## config.mk

```make
export PLATFORM = sky130hd
export DESIGN_NAME = fetch_unit
export DESIGN_NICKNAME = d
export VERILOG_FILES = /design/src/rtl/fetch_pkg.sv /design/src/rtl/fetch_pc_reg.sv /design/src/rtl/fetch_unit.sv
export SDC_FILE = /design/constraint.sdc
export NUM_CORES = 1
export LEC_CHECK = 0
export BUFFER_PORTS_ARGS = -buffer_cell sky130_fd_sc_hd__buf_2
export CAP_MARGIN = 20
export CELL_PAD_IN_SITES_DETAIL_PLACEMENT = 0
export CELL_PAD_IN_SITES_GLOBAL_PLACEMENT = 2
export CORE_ASPECT_RATIO = 1.5
export CORE_MARGIN = 10
export CORE_UTILIZATION = 29
export CTS_CLUSTER_DIAMETER = 50
export CTS_CLUSTER_SIZE = 28
export DETAILED_ROUTE_END_ITERATION = 10
export GPL_TIMING_DRIVEN = 0
export PLACE_DENSITY = 0.88
export SLEW_MARGIN = 20
export SYNTH_ARGS = -nofsm -noshare
export SYNTH_HDL_FRONTEND = slang
export SYNTH_SLANG_ARGS = --single-unit
```

## constraint.sdc

```tcl
create_clock -name clk -period 2.3 [get_ports clk]
set_input_delay 0.345 -clock clk [delete_from_list [all_inputs] [get_ports clk]]
set_output_delay 0.345 -clock clk [all_outputs]
set_load 0.01 [all_outputs]
```

## src/rtl/fetch_pkg.sv

```systemverilog
// Shared constants, state encoding and opcode helpers for the fetch stage.
package fetch_pkg;

  localparam logic [15:0] NOP_INSTR = 16'h0800;
  localparam logic [4:0]  HALT_OPC  = 5'b00000;
  localparam logic [15:0] RESET_PC  = 16'h0000;
  localparam logic [15:0] PC_STEP   = 16'h0002;

  // ST_ERR is only entered when FETCH_ALIGN_CHECK_EN is defined.
  typedef enum logic [1:0] {
    ST_FETCH = 2'd0,
    ST_HALT  = 2'd1,
    ST_ERR   = 2'd2
  } fetch_state_e;

  // True when the word carries the HALT opcode in its top five bits.
  function automatic logic is_halt_word(input logic [15:0] word);
    return (word[15:11] == HALT_OPC);
  endfunction

endpackage

```

## src/rtl/fetch_pc_reg.sv

```systemverilog
// Program counter register with its next-PC mux: redirect, +2 or hold.
module fetch_pc_reg
  import fetch_pkg::*;
(
  input  logic        clk,
  input  logic        rst,
  input  logic        redirect,
  input  logic [15:0] redirect_pc,
  input  logic        advance,
  output logic [15:0] pc,
  output logic [15:0] pc_plus2
);

  logic [15:0] pc_q;
  logic [15:0] pc_d;

  // Sequential successor wraps naturally at 16 bits (0xFFFE -> 0x0000).
  assign pc_plus2 = pc_q + PC_STEP;
  assign pc       = pc_q;

  // Next-PC select: a redirect always wins over a sequential advance.
  always_comb begin
    pc_d = pc_q;
    if (redirect) begin
      pc_d = redirect_pc;
    end else if (advance) begin
      pc_d = pc_plus2;
    end else begin
      pc_d = pc_q;
    end
  end

  // PC state register.
  always_ff @(posedge clk or posedge rst) begin
    if (rst) begin
      pc_q <= RESET_PC;
    end else begin
      pc_q <= pc_d;
    end
  end

endmodule

```

## src/rtl/fetch_unit.sv

```systemverilog
// Instruction fetch stage: requests words from instruction memory, holds
// one fetched instruction for decode, stops on HALT and follows redirects.
// Optional feature macro: FETCH_ALIGN_CHECK_EN (trap on odd PC into ERR).
module fetch_unit
  import fetch_pkg::*;
(
  input  logic        clk,
  input  logic        rst,
  input  logic        redirect,
  input  logic [15:0] redirect_pc,
  input  logic        id_stall,
  output logic        imem_req,
  output logic [15:0] imem_addr,
  input  logic        imem_rdy,
  input  logic [15:0] imem_rdata,
  output logic [15:0] instr,
  output logic [15:0] pc_inc2,
  output logic        if_valid,
  output logic        halted,
  output logic        err
);

  fetch_state_e state_q;
  fetch_state_e state_d;
  logic [15:0]  instr_q;
  logic [15:0]  instr_d;
  logic [15:0]  pc_inc2_q;
  logic [15:0]  pc_inc2_d;
  logic         if_valid_q;
  logic         if_valid_d;

  logic [15:0]  pc_s;
  logic [15:0]  pc_plus2_s;
  logic         req_s;
  logic         capture_s;
  logic         consumed_s;

  fetch_pc_reg u_pc_reg (
    .clk         (clk),
    .rst         (rst),
    .redirect    (redirect),
    .redirect_pc (redirect_pc),
    .advance     (capture_s),
    .pc          (pc_s),
    .pc_plus2    (pc_plus2_s)
  );

  // Request only when fetching and the output register can take a word;
  // held low throughout reset so nothing is issued while rst is high.
  always_comb begin
    req_s = 1'b0;
    if (!rst && (state_q == ST_FETCH) && (!if_valid_q || !id_stall)) begin
      req_s = 1'b1;
    end else begin
      req_s = 1'b0;
    end
`ifdef FETCH_ALIGN_CHECK_EN
    if (pc_s[0]) begin
      req_s = 1'b0;
    end else begin
      req_s = req_s;
    end
`endif
  end

  // A stalled valid word is only held; id_stall is meaningless when empty.
  assign consumed_s = if_valid_q & ~id_stall;
  // Data arriving with a redirect belongs to the abandoned path.
  assign capture_s  = req_s & imem_rdy & ~redirect;

  // Next-state and output-register update; redirect overrides everything.
  always_comb begin
    state_d    = state_q;
    instr_d    = instr_q;
    pc_inc2_d  = pc_inc2_q;
    if_valid_d = if_valid_q;
    if (redirect) begin
      if_valid_d = 1'b0;
      instr_d    = NOP_INSTR;
`ifdef FETCH_ALIGN_CHECK_EN
      state_d    = redirect_pc[0] ? ST_ERR : ST_FETCH;
`else
      state_d    = ST_FETCH;
`endif
    end else begin
      case (state_q)
        ST_FETCH: begin
`ifdef FETCH_ALIGN_CHECK_EN
          if (pc_s[0]) begin
            state_d    = ST_ERR;
            if_valid_d = 1'b0;
            instr_d    = NOP_INSTR;
          end else
`endif
          if (capture_s) begin
            instr_d    = imem_rdata;
            pc_inc2_d  = pc_plus2_s;
            if_valid_d = 1'b1;
            state_d    = is_halt_word(imem_rdata) ? ST_HALT : ST_FETCH;
          end else if (consumed_s) begin
            if_valid_d = 1'b0;
            instr_d    = NOP_INSTR;
          end else begin
            if_valid_d = if_valid_q;
          end
        end
        ST_HALT: begin
          if (consumed_s) begin
            if_valid_d = 1'b0;
            instr_d    = NOP_INSTR;
          end else begin
            if_valid_d = if_valid_q;
          end
        end
`ifdef FETCH_ALIGN_CHECK_EN
        ST_ERR: begin
          if_valid_d = 1'b0;
          instr_d    = NOP_INSTR;
        end
`endif
        default: begin
          state_d    = ST_FETCH;
          if_valid_d = 1'b0;
          instr_d    = NOP_INSTR;
        end
      endcase
    end
  end

  // State and decode-facing output registers.
  always_ff @(posedge clk or posedge rst) begin
    if (rst) begin
      state_q    <= ST_FETCH;
      instr_q    <= NOP_INSTR;
      pc_inc2_q  <= 16'h0000;
      if_valid_q <= 1'b0;
    end else begin
      state_q    <= state_d;
      instr_q    <= instr_d;
      pc_inc2_q  <= pc_inc2_d;
      if_valid_q <= if_valid_d;
    end
  end

  assign imem_req  = req_s;
  assign imem_addr = pc_s;
  assign instr     = instr_q;
  assign pc_inc2   = pc_inc2_q;
  assign if_valid  = if_valid_q;
  assign halted    = (state_q == ST_HALT);
`ifdef FETCH_ALIGN_CHECK_EN
  assign err       = (state_q == ST_ERR);
`else
  assign err       = 1'b0;
`endif

endmodule
```

==> out/results.ini <==
[sta]
fin_tns_setup_ns=0
relSlewSlack_pct=63.66
max_freq_ghz=0.4742
finalHoldViolations=0
slew_viol_final=0
tightest_slew_ns=0.5450
min_period_ns=2.109
finalSetupViolCount=0
skew_ns=0.006165
rsz0062_at_grt=false
min_period_over_period_pct=91.68

[synth]
yosysWarningCount=0
synth.distinct_cells=44
yosysTopAreaCellShare_pct=48.98
synth_edf_count=0
syn_nets=303
post-synth-top-area-cell=dfrtp_1
syn_area_mm2=0.002504
yosys_most_used_dff=dfrtp_1
avgSynthCellArea_um2=9.448
seq_area_frac_synth_pct=50.02
synth_common_cells=dfrtp_1, nand3_1, nand2_1
netlist_instances=265
synth.most_common_cell=dfrtp_1
async_flop_share_pct=100.0
synthTopCellsByArea=dfrtp_1, nand3_1, o21ai_0
synth_seq_cells=50

[floorplanning]
core_mm2=0.008413
fp-row-count=41
die_area_mm2=0.01283
fp.dieW_um=95.87
io_pins=89
die_h_um=133.8
initial_core_util_pct=29.76

[route]
vias_per_cell=4.838
remaining_drc_errors=0
dr_wl_met3_um=511
wl_met2_mm=4.014
dr.max_layer_used=met4
wirelength_met1_mm=2.940
dr.pass1.iters=5
vias=2269
drt-initial-drc-count=121
ant_nets=0
drt-total-wl_mm=7.607
wl_per_cell_um=16.22

[clock_tree]
cts.sinks=50
cts_tree=built
worstSkewPairLatency_ns=0.29
hold_buffers=0
cts_buffers=5
clk_pin_slew_ns=0.07
ctsLongestPathBuffers=2
root_buffer=clkbuf_16
h-tree-depth=2

[grt]
grt_max_degree=29
grt_pass1_vias=2432
grt_remaining_overflow=0
grt_pass1_wl_mm=12.45
antenna_found_initial=1
grt_util_all_layers_pct=12.28

[placed_design]
io_buffers=86
hpwl_mm=6.037
finalWeightedCongestion=0.7713
dpl.cell_count=459

[setup_path]
critPathKind=flop to flop
required_ns=2.48
path_max_fanout=6
worstPathArrival_ns=2.29
path_cells=ha_2 > nand3_2 > or4_1 > buf_2 > o31a_1 > o31a_1
max_stage_delay_ns=0.51
cp-start-kind=flop
cpMaxStageDelayCell=or4_1
endpoint_kind=flop
critPathMostFrequentCell=o31a_1

[worst_hold_path]
hold_path.class=input port to async pin

[final_layout]
drive_gt1_share_pct=33.98
synthToLayoutAreaGrowth_pct=30.33
layout.nets=399
final_cells=469
num_antenna_cells=0
post-route-util_pct=38.79

[flow_run]
drv_cap=0

[outcome]
status=completed

[power_and_ir_drop]
ir_worst_vdd_uv=276.4
leakagePower_nw=1.515
pwr_density_cell_mw_per_mm2=708.1

==> layout by cell type, fill, tap and decap left out, drive strengths merged, types with 2 or more instances in the layout <==
| cell | count |
|---|---|
| nor2 | 5 |
| nor4 | 4 |
| xnor2 | 9 |
| xor2 | 11 |
| o21ai | 23 |
| nand4 | 5 |
| nor2b | 5 |
| inv | 2 |
| mux2 | 3 |
| buf | 98 |
| nand2 | 31 |
| and3 | 3 |
| a22o | 3 |
| a211o | 2 |
| a21oi | 16 |
| clkbuf | 22 |
| nand2b | 3 |
| nor3 | 6 |
| dfrtp | 49 |
| nand3b | 2 |
| o31a | 4 |
| or4 | 2 |
| nand3 | 40 |
==> cells by family after synthesis <==
logic type | count (synthesis) | synth area share [%]
AOI/OAI and AO/OA | 52 | 12.44
xor gates and xnor gates | 20 | 6.997
adders and majority gates | 1 | 0.4997
buffers and inverters | 26 | 4.547
DFF | 50 | 50.03
muxes | 4 | 1.749
other | 1 | 0.1498
and+or+nand+nor | 111 | 23.59
==> state kept, by name, summed over array words and instances (netlist names) <==
register / cells
u_pc_reg.pc: 16
instr: 16
state_q: 1
pc_inc2: 16
if_valid: 1
==> what timing repair did <==
item | CTS | global route
endpoints found under the setup margin | 1 | 2
setup buffers | 0 | 2
resized for setup | 1 | 4
pin swaps | 0 | 1
==> where the power goes <==
| group | leakage, nW | switching (mW) | total, mW | internal (mW) |
|---|---|---|---|---|
| clock network | 0.0739 | 0.322 | 0.754 | 0.432 |
| logic | 0.813 | 0.273 | 0.487 | 0.214 |
| registers | 0.628 | 0.0832 | 1.07 | 0.986 |
| total | 1.51 | 0.679 | 2.31 | 1.63 |
==> metrics by stage <==
stage | power, mW | hold slack, ns | instance area [um^2] | worst slack, ns
after floorplan | 1.353 | 0.4649 | 2504 | 0.2535
after global placement | 1.567 | 0.4601 | 3068 | 0.0008171
after detailed placement | 1.582 | 0.4449 | 3088 | 0.09073
after CTS | 2.352 | 0.1277 | 3237 | 0.004884
after global routing | 2.453 | 0.1780 | 3263 | 0.07193
final | 2.311 | 0.1265 | 3263 | 0.1913
==> area by class of cell <==
cell class	instances	area (um^2)
plain buffers	24	107.6
fillers	903	5150
inverters	2	7.507
repair buffers	89	465.4
multi-input cells	189	1147
clock inverters	1	5.005
well taps	107	133.9
clock buffers	7	142.6
flip-flops and latches	50	1254
==> per-layer routing <==
metal / GRT usage [%] / vias up
met5: 0 / -
met4: 4.852 / 0
met3: 3.631 / 11
met2: 21.90 / 71
met1: 12.91 / 1068
li1: - / 1119
==> critical path, delay by kind of cell (launching register included) <==
kind,cells,cell delay [ns]
compound gates,2,0.49
fa+ha+maj,1,0.26
buf+inv,1,0.17
flops,1,0.43
simple gates,2,0.64
==> path summary, 6_finish.rpt <==
check,from,to,slack (ns),cells after the start
worst min register to register,pc_inc2[3],pc_inc2[3],0.47,2
max in group asynchronous,rst,pc_inc2[4],1.63,3
worst max-delay path,u_pc_reg.pc[2],u_pc_reg.pc[15],0.19,6
worst min-delay path,rst,instr[13],0.13,2
worst max register to register,u_pc_reg.pc[2],u_pc_reg.pc[15],0.19,6
min in group clk,redirect_pc[2],u_pc_reg.pc[2],0.26,3
(Power assumes the default switching activity.)
